**src/rtl/counter_timer_high.sv**
```systemverilog
// High 32-bit word of the chained 64-bit counter/timer; runs standalone when chain=0.
// Optional build macro COUNTER_TIMER_HIGH_IRQ_STICKY_EN makes irq_out a sticky pending flag.
module counter_timer_high (
   input  logic        clkin,
   input  logic        resetn,
   input  logic        reg_cfg_we,
   input  logic [31:0] reg_cfg_di,
   output logic [31:0] reg_cfg_do,
   input  logic [3:0]  reg_val_we,
   input  logic [31:0] reg_val_di,
   output logic [31:0] reg_val_do,
   input  logic [3:0]  reg_dat_we,
   input  logic [31:0] reg_dat_di,
   output logic [31:0] reg_dat_do,
   input  logic        strobe,
   input  logic        is_offset,
   input  logic        stop_in,
   input  logic        enable_in,
   output logic        stop_out,
   output logic        enable_out,
   output logic        irq_out
);

   logic        enable_q, enable_d;
   logic        oneshot_q, oneshot_d;
   logic        updown_q, updown_d;
   logic        chain_q, chain_d;
   logic        irq_ena_q, irq_ena_d;
   logic [31:0] value_reset_q, value_reset_d;
   logic [31:0] value_cur_q, value_cur_d;
   logic        stop_out_q, stop_out_d;
   logic        irq_out_q, irq_out_d;
   logic        lastenable_q, lastenable_d;
   logic        stop_in_d_q, stop_in_d_d;
   logic        end_cond_d_q, end_cond_d_d;

   logic        loc_en;
   logic [31:0] term;
   logic [31:0] load_val;
   logic [31:0] cur_next;
   logic        at_term;
   logic        end_cond;
   logic        irq_set;
   logic        dat_write;

   always_comb begin
      enable_d      = enable_q;
      oneshot_d     = oneshot_q;
      updown_d      = updown_q;
      chain_d       = chain_q;
      irq_ena_d     = irq_ena_q;
      value_reset_d = value_reset_q;
      value_cur_d   = value_cur_q;
      stop_out_d    = stop_out_q;
      irq_out_d     = irq_out_q;
      end_cond_d_d  = end_cond_d_q;
      cur_next      = value_cur_q;

      loc_en       = chain_q ? (enable_q & enable_in) : enable_q;
      lastenable_d = loc_en;
      stop_in_d_d  = stop_in;
      dat_write    = |reg_dat_we;

      // With an offset low word the pair reaches the end one high count early.
      if (updown_q)
         term = (chain_q && is_offset) ? (value_reset_q - 32'd1) : value_reset_q;
      else
         term = 32'd0;
      load_val = updown_q ? 32'd0 : value_reset_q;
      at_term  = (value_cur_q == term);

      end_cond = chain_q ? (stop_out_q & stop_in) : stop_out_q;
      irq_set  = irq_ena_q & end_cond & ~end_cond_d_q;

      if (reg_cfg_we) begin
         enable_d  = reg_cfg_di[0];
         oneshot_d = reg_cfg_di[1];
         updown_d  = reg_cfg_di[2];
         chain_d   = reg_cfg_di[3];
         irq_ena_d = reg_cfg_di[4];
      end

      for (int b = 0; b < 4; b++) begin
         if (reg_val_we[b])
            value_reset_d[b*8 +: 8] = reg_val_di[b*8 +: 8];
      end

      if (dat_write) begin
         for (int b = 0; b < 4; b++) begin
            if (reg_dat_we[b])
               value_cur_d[b*8 +: 8] = reg_dat_di[b*8 +: 8];
         end
      end else if (!loc_en) begin
         end_cond_d_d = end_cond;
`ifndef COUNTER_TIMER_HIGH_IRQ_STICKY_EN
         irq_out_d    = 1'b0;
`endif
      end else begin
         end_cond_d_d = end_cond;
`ifndef COUNTER_TIMER_HIGH_IRQ_STICKY_EN
         irq_out_d    = irq_set;
`endif
         if (!lastenable_q) begin
            value_cur_d = load_val;
            stop_out_d  = 1'b0;
         end else if (at_term) begin
            // At the end count events are ignored; chained reload waits for the low word to wrap.
            if (oneshot_q)
               stop_out_d = 1'b1;
            else if (!chain_q || (stop_in_d_q && !stop_in)) begin
               value_cur_d = load_val;
               stop_out_d  = 1'b0;
            end else
               stop_out_d = 1'b1;
         end else begin
            if (!chain_q || strobe)
               cur_next = updown_q ? (value_cur_q + 32'd1) : (value_cur_q - 32'd1);
            value_cur_d = cur_next;
            stop_out_d  = (cur_next == term);
         end
      end

`ifdef COUNTER_TIMER_HIGH_IRQ_STICKY_EN
      // Clear first so a simultaneous set wins.
      if (reg_cfg_we && reg_cfg_di[5])
         irq_out_d = 1'b0;
      if (!dat_write && irq_set)
         irq_out_d = 1'b1;
`endif
   end

   always_ff @(posedge clkin or negedge resetn) begin
      if (!resetn) begin
         enable_q      <= 1'b0;
         oneshot_q     <= 1'b0;
         updown_q      <= 1'b0;
         chain_q       <= 1'b0;
         irq_ena_q     <= 1'b0;
         value_reset_q <= 32'd0;
         value_cur_q   <= 32'd0;
         stop_out_q    <= 1'b0;
         irq_out_q     <= 1'b0;
         lastenable_q  <= 1'b0;
         stop_in_d_q   <= 1'b0;
         end_cond_d_q  <= 1'b0;
      end else begin
         enable_q      <= enable_d;
         oneshot_q     <= oneshot_d;
         updown_q      <= updown_d;
         chain_q       <= chain_d;
         irq_ena_q     <= irq_ena_d;
         value_reset_q <= value_reset_d;
         value_cur_q   <= value_cur_d;
         stop_out_q    <= stop_out_d;
         irq_out_q     <= irq_out_d;
         lastenable_q  <= lastenable_d;
         stop_in_d_q   <= stop_in_d_d;
         end_cond_d_q  <= end_cond_d_d;
      end
   end

`ifdef COUNTER_TIMER_HIGH_IRQ_STICKY_EN
   assign reg_cfg_do = {26'd0, irq_out_q, irq_ena_q, chain_q, updown_q, oneshot_q, enable_q};
`else
   assign reg_cfg_do = {27'd0, irq_ena_q, chain_q, updown_q, oneshot_q, enable_q};
`endif
   assign reg_val_do = value_reset_q;
   assign reg_dat_do = value_cur_q;
   assign stop_out   = stop_out_q;
   assign enable_out = enable_q;
   assign irq_out    = irq_out_q;

endmodule

```
**config.mk**
```make
export PLATFORM = sky130hd
export DESIGN_NAME = counter_timer_high
export DESIGN_NICKNAME = d
export VERILOG_FILES = /design/src/rtl/counter_timer_high.sv
export SDC_FILE = /design/constraint.sdc
export NUM_CORES = 1
export LEC_CHECK = 0
export CAP_MARGIN = 25
export CORE_AREA = 4 4 104 155
export CTS_CLUSTER_DIAMETER = 120
export CTS_CLUSTER_SIZE = 25
export DETAILED_ROUTE_END_ITERATION = 6
export DIE_AREA = 0 0 108 159
export PLACE_DENSITY = 0.9
export SLEW_MARGIN = 15
export SYNTH_ARGS = -nofsm -noshare
export SYNTH_HDL_FRONTEND = slang
export SYNTH_SLANG_ARGS = --single-unit
```
**constraint.sdc**
```tcl
create_clock -name clkin -period 9.21 [get_ports clkin]
set_clock_uncertainty 0.15 [all_clocks]
set_input_delay 2.763 -clock clkin [delete_from_list [all_inputs] [get_ports clkin]]
set_output_delay 2.763 -clock clkin [all_outputs]
set_load 0.01 [all_outputs]
```
Word-level counts from Yosys, hierarchy flattened

Index checks and enable logic that the tools add are counted.

Word-level logic and storage cells: 74
Output and inout port bits: 99
Register bits: 74
Input port bits: 111

Bitwise gates (word level): 6
Muxes and demuxes: 26
$add $sub $neg: 3
Reductions and logical operators: 13
Equality and inequality tests: 8

Operators by type and width:

| operator                                                             | number |
|---|---|
| 32-bit two-way mux                                                   | 15 |
| 32-bit == test                                                       | 2 |
| 32-bit by 1-bit subtractor with 32-bit output, second input constant | 2 |
| 32-bit by 1-bit adder with 32-bit output, second input constant      | 1 |
| 8-bit two-way mux                                                    | 4 |
| 4-bit AND reduction                                                  | 4 |
| 2-bit != test, second input constant                                 | 4 |
| 1-bit two-way mux                                                    | 7 |
| 1-bit AND                                                            | 4 |
| 4-bit by 2-bit != test with 1-bit output, second input constant      | 1 |
| 4-bit by 3-bit != test with 1-bit output, second input constant      | 1 |
| 4-bit OR reduction                                                   | 1 |
| 1-bit logical AND                                                    | 2 |
| 1-bit logical NOT                                                    | 2 |
| 1-bit logical OR                                                     | 2 |
| 1-bit NOT                                                            | 2 |
| 2-bit AND reduction                                                  | 1 |
| 2-bit nonzero test                                                   | 1 |

Depth between registers and ports, before layout

Word-level depth: 12
Gate-level depth with buffers: 19
Mapped depth without buffers: 14

Worst setup path after synthesis

Ideal clock, no wire load.

Path kind: input port to flip-flop
Start: input port is_offset
End: register stop_out_q (netlist: stop_out)
Arrival time: 5.708 ns
Setup time: 0.081 ns
Required time: 8.979 ns
Buffers on the path: 3
Cell stages on the path: 15
Path slack: 3.271 ns
Path through: buf_2 > and2_0 > clkbuf_1 > nand4_1 > clkbuf_1 > o31a_1 > o21ai_2 > xnor2_1 > a221o_1 > a2111oi_2 > nand4_1 > nor4_1 > o2111ai_1 > o31a_1 > o22ai_2

Word-level cells in the longest chain between the ends: 6
Elaborated cells on any way between the ends: 7
Classes of those cells: eq/ne: 2; mux: 4; reduce/logical: 1

RTL lines:

| what                                     | line    | text |
|---|---|---|
| start: declaration                       | 16      | `input logic is_offset,` |
| 1-bit logical AND (*)                    | 66      | `term = (chain_q && is_offset) ? (value_reset_q - 32'd1) : value_reset_q;` |
| 32-bit two-way mux (*)                   | 66      |  |
| 32-bit two-way mux (*)                   | 65      | `if (updown_q)` |
| 32-bit == test, on equally long branches | 119, 70 |  |
| 1-bit two-way mux (*)                    | 106     | `end else if (at_term) begin` |
| 1-bit two-way mux (*)                    | 103     | `if (!lastenable_q) begin` |
| end signal: assignment                   | 154     | `stop_out_q <= stop_out_d;` |
| end: declaration                         | 31      | `logic stop_out_q, stop_out_d;` |

Mark *: on every way between the ends. The rest lies on a longest branch, timed or not.
A chain may end at the register's enable or synchronous reset.

Worst setup path in the final report

Start: input port is_offset
End: register value_cur_q[19] (netlist: reg_dat_do[19])

Word-level cells in the longest chain between the ends: 8
Elaborated cells on any way between the ends: 11
Classes of those cells: eq/ne: 3; mux: 6; reduce/logical: 2

RTL lines:

| what                   | line | text |
|---|---|---|
| 1-bit logical AND (*)  | 66   |  |
| 32-bit two-way mux (*) | 66   |  |
| 32-bit two-way mux (*) | 65   |  |
| 32-bit == test (*)     | 70   | `at_term = (value_cur_q == term);` |
| 32-bit two-way mux     | 106  |  |
| 32-bit two-way mux     | 103  |  |
| 32-bit two-way mux     | 93   | `end else if (!loc_en) begin` |
| 32-bit two-way mux     | 88   | `if (dat_write) begin` |
| end signal: assignment | 153  | `value_cur_q <= value_cur_d;` |
| end: declaration       | 30   | `logic [31:0] value_cur_q, value_cur_d;` |

Mark *: on every way between the ends. The rest lies on a longest branch, timed or not. The select of a mux whose other input is x is not followed.

==> results_dict.tcl <==
set metrics [dict create \
    finalSetupViolCount 0 \
    io_buffers 155 \
    drive_gt1_share_pct 6.843 \
    critPathKind "input port to flop" \
    cap_violations 0 \
    antenna_found_initial 0 \
    fillers 1221 \
    numClockSinks 74 \
    postLayoutCoreUtil_pct 66.74 \
    fin_nets 1234 \
    fin_setup_tns_ps 0 \
    grt_pass1_vias 8235 \
    antenna_cells 0 \
    detail_route.wl_per_cell_um 21.68 \
    power_mw 1.626 \
    grt_overflow 0 \
    worstPathArrival_ps 7650 \
    clkLatencyLatePin_ps 350 \
    worst_path_max_delay_cell "nand2_1" \
    vias 8763 \
    r2r-end "stop_out" \
    synth-seq-cells 74 \
    grt_pass1_wl_um 43500 \
    post-cts-setup-buffers 0 \
    relSlewSlack_pct 43.74 \
    max_freq_mhz 132.0 \
    timing.critical_path.from "is_offset" \
    critPathRequiredTime_ps 9280 \
    power_density_nw_per_um2 166.1 \
    syn_inst 992 \
    post_cts_resized 0 \
    clockBufferDepth 2 \
    die_area_um2 17170 \
    r2r_start "updown_q" \
    async_flop_share_pct 100.0 \
    min-delay-start "end_cond_d_q" \
    routed_wl_um 28020 \
    worst_pin_slew_ps 841.9 \
    ys_seq_area_share_pct 23.09 \
    ys_warn_count 0 \
    slew_violations 0 \
    synth_area_um2 8019 \
    whs_path_depth 2 \
    drt_iter0_markers 1119 \
    cts_hold_buf 0 \
    syn2layout_area_growth_pct 22.03 \
    cts_tree "done" \
    dpl_cell_area_um2 9410 \
    die_x_um 108 \
    path_clk_slew_ps 70 \
    cp_num_buf_inv 2 \
    routed_via_density 6.783 \
    fin_crit_sh_pct 82.28 \
    ios 210 \
    p_leak_nw 3.745 \
    synth_edf_count 0 \
    coreArea_um2 14660 \
    reg2regPathDepth 14 \
    path_cells "clkdlybuf4s50_1 -> and2_0 -> nand4_1 -> or4_1 -> xor2_1 -> a221oi_1 -> and4b_1 -> nand4_1 -> nor2_1 -> o211ai_1 -> nand2_1 -> buf_4 -> o21ai_0" \
    final_hold_viol_count 0 \
    grt_max_degree 75 \
    setup_ws_ps 1632 \
    dp_cells 1274 \
    max_stage_delay_ps 780 \
    cts_buffers 9 \
    fin_crit_ps 7578 \
    die_y_um 159 \
    yosysUniqueCellTypes 86 \
    rrSetupSlack_ps 3630 \
    rsz0062_at_grt "no" \
    place_ws_ps 1442 \
    synth_ff_type "dfrtp_1" \
    grt.total_usage_pct 31.64 \
    gp_congestion 1.016 \
    cp_top_family "simple AND/OR/NAND/NOR gates" \
    crit_fanout 23 \
    fin_cells 1292 \
    rows 54 \
    place_hpwl_um 20740 \
    status "finished, final reports clean" \
    worst_setup_path_end_kind "flop" \
    worst_hold_slack_ps 363.2 \
    firstDrtPassIters 6 \
    path_common_cell "nand4_1" \
    initial_core_util_pct 54.69 \
    htreeDepth 3 \
    hold_end "end_cond_d_q" \
    final_antenna_net_count 0 \
    peakVddDrop_uv 100.5 \
    clockRootBuffer "clkbuf_16" \
    start_kind "input port" \
    syn_avg_cell_area_um2 8.084 \
    fin_area_um2 9786 \
    hold_class "flop to flop" \
    route.detailed.drc 0 \
]
[per-layer routing]
| layer | global-route usage [%] | vias to the layer above | share of wire (%) |
|---|---|---|---|
| met5 | 0 | - | 0 |
| met4 | 16.26 | 0 | 5.7 |
| met3 | 4.665 | 129 | 9.7 |
| met2 | 51.64 | 569 | 47 |
| met1 | 40.16 | 4135 | 37 |
| li1 | - | 3930 | - |
[layout by cell type (no fill, tap or decap), types with 22 or more instances in the layout]
master and n:
a21oi_1 58, a22oi_1 30, a31oi_1 31, clkdlybuf4s50_1 154, conb_1 27, dfrtp_1 74
ha_1 31, mux2_2 32, nand2_1 68, nor2_1 59, nor4_1 22, o21ai_0 90
xnor2_1 48, xor2_1 23
[final cells by class]
cell class	count	area (µm²)	share of cell area, %
Multi-Input combinational cell	826	5659	57.83
Timing Repair Buffer	162	1618	16.53
Clock buffer	10	229.0	2.340
Inverter	18	67.56	0.6904
Sequential cell	74	1852	18.92
Tap cell	196	245.2	2.506
Clock inverter	6	115.1	1.176
[worst reg2reg max path: cells and delay by family, from the launching register on]
family	cells	cell delay, ps
fa+ha+maj	1	450
simple gates	2	950
buf+inv	2	900
compound gates	8	2570
flops	1	330
mux	1	170
[cell families after synthesis]
family	synth area share, %
AO/OA/AOI/OAI	28.76
XOR/XNOR	8.332
adder cells (fa/ha/maj)	5.087
buffers and inverters	7.583
flip-flops	23.09
multiplexers	6.616
other	0.04676
AND/OR/NAND/NOR	20.49
[cell usage after synthesis, types with 9 or more instances]
| master | count | area share (%) |
|---|---|---|
| ha_1 | 31 | 4.8 |
| a21oi_1 | 58 | 3.6 |
| o211ai_1 | 9 | 0.84 |
| o21ai_0 | 90 | 5.6 |
| nand4_1 | 20 | 1.6 |
| and3_1 | 16 | 1.2 |
| a211oi_1 | 15 | 1.4 |
| nor3_1 | 13 | 0.81 |
| nor2b_1 | 11 | 0.86 |
| or3_1 | 10 | 0.78 |
| xnor2_1 | 48 | 5.2 |
| nor4_1 | 22 | 1.7 |
| a31oi_1 | 31 | 2.4 |
| inv_1 | 17 | 0.80 |
| o21a_1 | 9 | 0.84 |
| buf_4 | 34 | 3.2 |
| o31ai_1 | 11 | 1.0 |
| dfrtp_1 | 74 | 23 |
| or4_1 | 15 | 1.4 |
| nand2_1 | 68 | 3.2 |
| nand2b_1 | 12 | 0.94 |
| xor2_1 | 23 | 2.5 |
| nor2_1 | 59 | 2.8 |
| mux2_2 | 32 | 4.5 |
| buf_2 | 14 | 0.87 |
| a21o_1 | 11 | 1.0 |
| clkbuf_1 | 43 | 2.0 |
| nand3_1 | 10 | 0.62 |
| o31a_1 | 13 | 1.4 |
| mux2i_1 | 17 | 2.1 |
| a22oi_1 | 30 | 2.8 |
[registers in the layout, indices dropped and copies added, names as in the netlist]
name / cells
irq_ena_q: 1
chain_q: 1
enable_out: 1
irq_out: 1
lastenable_q: 1
reg_dat_do: 32
end_cond_d_q: 1
oneshot_q: 1
stop_out: 1
reg_val_do: 32
updown_q: 1
stop_in_d_q: 1
[report_power, final]
part           switching, mW  internal (mW)
registers             0.0838          0.358
logic                  0.425          0.340
clock network          0.152          0.266
total                  0.662          0.964
[how the worst max path moves through the flow]
stage | to | slack [ps] | cells after the start
3_3_place_gp | reg_dat_do[11] | 1550 | 13
6_report | reg_dat_do[19] | 1630 | 13
3_5_place_dp | reg_dat_do[19] | 1440 | 13
4_1_cts | reg_dat_do[19] | 1770 | 13
2_1_floorplan | stop_out | 3270 | 15
5_1_grt | reg_dat_do[19] | 1390 | 13
No activity file was read; power rests on OpenSTA's default activity.
